--- config.mk ---
export PLATFORM = sky130hd
export DESIGN_NAME = maxpool2x2_fp16
export DESIGN_NICKNAME = d
export VERILOG_FILES = /design/src/rtl/fp16_pkg.sv /design/src/rtl/fp16_max2.sv /design/src/rtl/maxpool2x2_fp16.sv
export SDC_FILE = /design/constraint.sdc
export NUM_CORES = 1
export LEC_CHECK = 0
export CORE_ASPECT_RATIO = 1.75
export CORE_MARGIN = 2
export CORE_UTILIZATION = 60
export DETAILED_ROUTE_END_ITERATION = 10
export GPL_ROUTABILITY_DRIVEN = 0
export GPL_TIMING_DRIVEN = 1
export PLACE_DENSITY = 0.81
export SYNTH_ARGS = -nofsm -noshare
export SYNTH_HDL_FRONTEND = slang
export SYNTH_HIERARCHICAL = 1
export SYNTH_SLANG_ARGS = --single-unit
--- constraint.sdc ---
create_clock -name clk -period 5.5 [get_ports clk]
set_clock_uncertainty 0.05 [all_clocks]
set_input_delay 0.55 -clock clk [delete_from_list [all_inputs] [get_ports clk]]
set_output_delay 0.55 -clock clk [all_outputs]
set_load 0.005 [all_outputs]
--- src/rtl/fp16_pkg.sv ---
// Shared FP16 types and helpers used by the ReLU, PE and pooling datapaths.
package fp16_pkg;

  typedef logic [15:0] fp16_t;

  localparam fp16_t FP16_ZERO = 16'h0000;
  localparam fp16_t FP16_PINF = 16'h7C00;

  // Any value with the sign bit set (including -0 and negative NaN) maps to +0.
  function automatic fp16_t fp16_sanitise_pos(input fp16_t x);
    return x[15] ? FP16_ZERO : x;
  endfunction

endpackage

--- src/rtl/fp16_max2.sv ---
// Combinational maximum of two sanitised (sign-clear) FP16 values.
module fp16_max2
  import fp16_pkg::*;
(
  input  fp16_t a,
  input  fp16_t b,
  output fp16_t y
);

  // With the sign bit clear, FP16 ordering matches unsigned integer ordering,
  // and any NaN pattern sits above +Inf so it wins the compare.
  assign y = (a > b) ? a : b;

endmodule

--- src/rtl/maxpool2x2_fp16.sv ---
// Streaming 2x2 / stride-2 FP16 max-pool with a half-row line buffer.
module maxpool2x2_fp16
  import fp16_pkg::*;
#(
  parameter int IMG_W = 8,
  parameter int IMG_H = 8
) (
  input  logic        clk,
  input  logic        rst_n,
  input  logic        clear,
  input  logic        in_valid,
  output logic        in_ready,
  input  logic [15:0] in_data,
  output logic        out_valid,
  input  logic        out_ready,
  output logic [15:0] out_data,
  output logic        out_last
);

  localparam int HALF = IMG_W / 2;
  localparam int CW   = (IMG_W > 2) ? $clog2(IMG_W) : 2;
  localparam int KW   = CW - 1;
  localparam int RW   = (IMG_H > 2) ? $clog2(IMG_H) : 1;

  logic [CW-1:0] col;
  logic [RW-1:0] row;
  logic [KW-1:0] k;
  fp16_t         h_reg;
  fp16_t         x;
  fp16_t         pair_max;
  fp16_t         win_max;
  fp16_t         lbuf [HALF];
  logic          accept;
  logic          last_col;
  logic          last_row;

  assign in_ready = !out_valid || out_ready;
  assign accept   = in_valid && in_ready;
  assign x        = fp16_sanitise_pos(fp16_t'(in_data));
  assign k        = col[CW-1:1];
  assign last_col = (col == CW'(IMG_W - 1));
  assign last_row = (row == RW'(IMG_H - 1));

  fp16_max2 u_pair_max (
    .a (h_reg),
    .b (x),
    .y (pair_max)
  );

  fp16_max2 u_win_max (
    .a (lbuf[k]),
    .b (pair_max),
    .y (win_max)
  );

  // Control, horizontal holding register and output register.
  always_ff @(posedge clk or negedge rst_n) begin
    if (!rst_n) begin
      col       <= '0;
      row       <= '0;
      h_reg     <= FP16_ZERO;
      out_valid <= 1'b0;
      out_data  <= FP16_ZERO;
      out_last  <= 1'b0;
    end else if (clear) begin
      col       <= '0;
      row       <= '0;
      out_valid <= 1'b0;
      out_last  <= 1'b0;
    end else begin
      if (out_valid && out_ready) begin
        out_valid <= 1'b0;
      end
      if (accept) begin
        if (last_col) begin
          col <= '0;
          row <= last_row ? '0 : row + 1'b1;
        end else begin
          col <= col + 1'b1;
        end
        if (!col[0]) begin
          h_reg <= x;
        end else if (row[0]) begin
          out_data  <= win_max;
          out_valid <= 1'b1;
          out_last  <= last_row && last_col;
        end
      end
    end
  end

  // Line buffer carries no reset: the even-row pass rewrites every entry before use.
  always_ff @(posedge clk) begin
    if (accept && !clear && !row[0] && col[0]) begin
      lbuf[k] <= pair_max;
    end
  end

endmodule

Word level (Yosys, flattened, before mapping). Memory sizes are Yosys's and may differ from the RTL's. Cells that the tools add are included.

Flip-flop bits (word level): 40. Bits in writable memories: 64. Output and inout bits: 19. Word-level logic and storage cells: 54. Memories kept: 1.

Memories: lbuf (depth 4, width 16, rd ports 1, clocked after Yosys merged registers in 0, wr ports 1, line maxpool2x2_fp16.sv:32) `fp16_t lbuf [HALF];`.

Add/sub/neg operators: 2. Magnitude comparators: 2. Equal/unequal tests: 2. Muxes and demuxes: 21. Bitwise logic cells: 2. Reductions and logical operators: 18.

Operator list (number): 16-bit 2-to-1 mux (2); 3-bit 2-to-1 mux (7); 16-bit by 15-bit > comparator with 1-bit output (1); 16-bit > comparator (1); 15-bit 2-to-1 mux (1); 1-bit 2-to-1 mux (11); 2-bit nonzero test (4); 3-bit by 1-bit adder with 3-bit output, second input constant (2); 3-bit equality test, second input constant (2); 1-bit logical AND (6); 3-bit AND reduction (2); 4-bit AND reduction (1); 1-bit logical NOT (3); 1-bit inverter (2); 2-bit AND reduction (1); 1-bit logical OR (1).

Logic depth before layout (Yosys ltp).
Depth in word-level cells: 8. Gate-level depth with buffers: 21. Depth with buffers taken out: 16.

Hierarchy. Netlist, hierarchy kept.

Modules (own cells, without submodules): maxpool2x2_fp16 (instances 1, cells each 221, area each 4086.4 um^2); fp16_max2 (instances 2, cells each 140, area each 974.7 um^2).

Worst setup path before layout. Ideal clock, no wire load.

Path kind: in2reg. From: input port in_data[15]. To: register out_data[14]. Arrival time: 4439 ps. Required time: 5325 ps. Slack: 886 ps. Stages: 21. Buffers on the path: 5. Cells stage by stage: clkbuf_1 > nor2b_1 > inv_1 > ha_1 > nand4_4 > o21bai_2 > or3_1 > buf_6 > buf_6 > o311ai_1 > o211ai_1 > inv_1 > ha_1 > a21oi_2 > o21ai_2 > or3_1 > buf_6 > buf_6 > o311ai_1 > o211ai_1 > mux2_2.

Longest elaborated chain between the ends: 5.

Ends and longest elaborated chain: start: declaration (line maxpool2x2_fp16.sv:13) `input logic [15:0] in_data,`; 15-bit 2-to-1 mux (line fp16_pkg.sv:11) `return x[15] ? FP16_ZERO : x;`; named net x[12] (line maxpool2x2_fp16.sv:29) `fp16_t x;`; 16-bit by 15-bit > comparator with 1-bit output (line fp16_max2.sv:12) `assign y = (a > b) ? a : b;`; 16-bit 2-to-1 mux (line fp16_max2.sv:12); named net pair_max[13] (line maxpool2x2_fp16.sv:30) `fp16_t pair_max;`; 16-bit > comparator (line fp16_max2.sv:12); 16-bit 2-to-1 mux (line fp16_max2.sv:12); named net win_max[14] (line maxpool2x2_fp16.sv:31) `fp16_t win_max;`; end signal: assignment (line maxpool2x2_fp16.sv:84) `out_data <= win_max;`; end: declaration (line maxpool2x2_fp16.sv:16) `output logic [15:0] out_data,`.

The timed path passes the listed nets, and every way through them passes these cells. A chain may end at the register's enable or synchronous reset.

Worst setup path after layout.
From: input port in_data[15]. To: register out_data[12].

Same word-level chain as after synthesis.

==> impl_metrics.toml <==
[status]
outcome = "completed"

[global_route]
grt_pass1_wl_um = 21200
grt_pass1_vias = 4406
grt_antenna_before_repair = 0
grt_util_all_layers = 0.250
grt_start_max_net_pins = 40
grt_overflow = 0

[critical_path]
arrival_ns = 5.30
slowest_delay_ns = 0.46
cp-end-kind = "register"
path_cells = "clkdlybuf4s50_1 -> buf_4 -> nor2b_1 -> inv_1 -> ha_1 -> a21oi_1 -> nor3_2 -> or3_1 -> buf_4 -> o311ai_1 -> o211ai_1 -> inv_1 -> ha_1 -> a21oi_1 -> o21ai_0 -> and4_1 -> o311ai_1 -> o211ai_1 -> mux2_2"
worstSetupPathType = "in -> reg"
cp.required_ns = 5.67
worstPathMaxFanout = 16
startpoint_type = "input pin"
slowest_stage = "clkdlybuf4s50_1"

[pwr]
swShare = 0.277
p_leak_nw = 2.53
seqPwrFrac = 0.442
finalPower_mw = 2.03
comb_power_share = 0.233
power_density_mw_per_mm2 = 294
p_switching_uw = 562
power_frac_clock = 0.325
peakVddDrop_mv = 0.218
intPower_mw = 1.47

[logic_synthesis]
yosys.area.top_type = "edfxtp_1"
synth-seq-area-share = 0.480
synth_simple_gate_area_frac = 0.147
netlist_area_mm2 = 0.00604
synth.area.top_cells = "edfxtp_1 32%, dfrtp_1 16%, ha_1 7.5%, mux2_2 6.0%, mux4_2 6.0%"
synth-xor-area-share = 0
avgSynthCellArea_um2 = 12.0
ys_warn_count = 6
synth.distinct_cells = 45
synth.top_cell.area_share = 0.318
synth.area.mux_share = 0.121
synth_cells = 501
synth_compound_area_frac = 0.120
synth-seq-cells = 103
synth_adder_area_share = 0.0746
synth_top_family_by_area = "simple AND/OR/NAND/NOR gates"

[route]
drt_iter0_markers = 259
num_vias = 4441
drc = 0
drtAntennaViolNets = 0
finalWirelength_um = 12800
wl_per_cell_um = 19.1
viasPerCell = 6.61
first_pass_iters = 5

[layout]
nets = 599
largest_register_ffs = 64
register_area_mm2 = 0.00290
fin_util = 0.700
fillers = 706
multi_input_area_mm2 = 0.00281
syn2layout_area_growth_pct = 14.3
drive_gt1_frac = 0.196
n_antenna_cell = 0

[timing]
finalHoldViolCount = 0
fin_tns_setup_ns = 0
slew_violations = 0
period_share = 0.933
final-setup-viol-count = 0
fmax_mhz = 195
worst_hold_slack_ns = 0.300
max-slew-margin-rel = 0.224
rsz0062_at_grt = "no"
layout_min_cycle_time_ns = 5.13
tightestPinTransition_ns = 1.16

[clock_network]
root_buffer = "clkbuf_16"
cts.htree.levels = 3
clk_pin_slew_ns = 0.07
cts_inserted_buffers = 9
worstSkewPairLatency_ns = 0.33
cts.path.max_buffers = 2
cts_tree = "built"
cts.sinks = 103

[floorplan]
initial_core_util = 0.613
die_h_um = 137
die_w_um = 79.8
ios = 40
rows = 48
die_area_mm2 = 0.0109
core_area_mm2 = 0.00985

[flow_run]
max-cap-violations = 0

[worst_hold_path]
min_path_type = "in -> async"

[placed_design]
io_buffers = 39
hpwl_um = 9290
[critical path, delay by kind of cell]
family | cells | cell delay [ns]
compound gates | 7 | 1.62
buf+inv | 5 | 1.15
simple gates | 4 | 1.08
fa+ha+maj | 2 | 0.61
mux | 1 | 0.27
[what timing repair did]
action	4_1_cts	5_1_grt
resized for setup	0	1
endpoints found under the setup margin	0	10
hold buffers	0	0
buffers inserted	0	3
[power by group through the flow]
stage	Sequential [mW]	Combinational, mW	Clock, mW
6_report	0.896	0.473	0.660
5_1_grt	0.900	0.523	0.701
4_1_cts	0.896	0.459	0.679
3_5_place_dp	0.912	0.454	0
3_3_place_gp	0.911	0.431	0
2_1_floorplan	0.901	0.354	0
[synth_stat cells (all sizes together)]
library cell	number
a21o	2
a21oi	18
and4	2
buf	14
clkbuf	22
clkinv	1
conb	1
dfrtp	39
edfxtp	64
ha	36
inv	37
mux2	32
mux2i	1
mux4	16
nand2	15
nand2b	4
nand3	40
nand3b	1
nand4	9
nor2	6
nor2b	17
nor3	9
nor3b	1
nor4	32
nor4b	2
o211ai	30
o21a	2
o21ai	9
o21bai	2
o311ai	32
o31ai	2
or3	2
or4	1
[cells in the final DEF (no fill, tap or decap), types with 5 or more instances in the layout]
cell / Yosys / final
a21oi_1: 16 / 16
buf_4: 2 / 25
clkbuf_16: 0 / 9
clkdlybuf4s50_1: 0 / 38
dfrtp_1: 39 / 39
edfxtp_1: 64 / 64
ha_1: 36 / 36
inv_1: 37 / 37
mux2_2: 32 / 32
mux4_2: 16 / 16
nand2_1: 15 / 14
nand3_1: 40 / 40
nand4_1: 7 / 7
nor2_1: 6 / 6
nor2b_1: 16 / 16
nor4_1: 30 / 30
o211ai_1: 30 / 30
o21ai_0: 5 / 5
o311ai_1: 32 / 32
[metrics by stage]
stage	instances	area (µm²)	setup slack, ns
2_1_floorplan	503	6040	0.886
3_3_place_gp	653	6560	0.270
3_5_place_dp	653	6560	0.0605
4_1_cts	669	6870	0.433
5_1_grt	672	6900	0.0619
6_report	672	6900	0.371
[worst paths after layout]
check	start	endpoint	slack [ns]	depth (start not counted)
max in group asynchronous	rst_n	h_reg[14]	4.52	1
worst max-delay path	in_data[15]	out_data[12]	0.37	19
worst min-delay path	rst_n	out_data[3]	0.30	1
worst min register to register	out_data[10]	out_data[10]	0.46	1
min in group clk	out_data[10]	out_data[10]	0.46	1
worst max register to register	h_reg[13]	out_data[12]	0.98	15
[cell families (layout without fill, tap and decap cells)]
| kind of cell | after synthesis | count (layout) |
|---|---|---|
| AND/OR/NAND/NOR | 141 | 141 |
| flip-flops | 103 | 103 |
| AO/OA/AOI/OAI | 97 | 97 |
| buffers and inverters | 74 | 118 |
| multiplexers | 49 | 49 |
| adder cells (fa/ha/maj) | 36 | 36 |
| other | 1 | 3 |
[final cells by class]
type                       count  share of cell area
inverter                      38              0.0207
clock buffer                  10              0.0332
sequential                   103               0.420
multi-input combinational    326               0.408
timing repair buffer          64              0.0831
clock inverter                 6              0.0123
tap                          125              0.0227
[layer usage]
| metal | track usage | up-vias | share of wire |
|---|---|---|---|
| met1 | 0.269 | 2136 | 0.36 |
| met5 | 0 | - | 0 |
| met4 | 0.121 | 0 | 0.036 |
| li1 | - | 2050 | - |
| met2 | 0.468 | 201 | 0.56 |
| met3 | 0.0369 | 54 | 0.040 |
(Power assumes the default switching activity.)
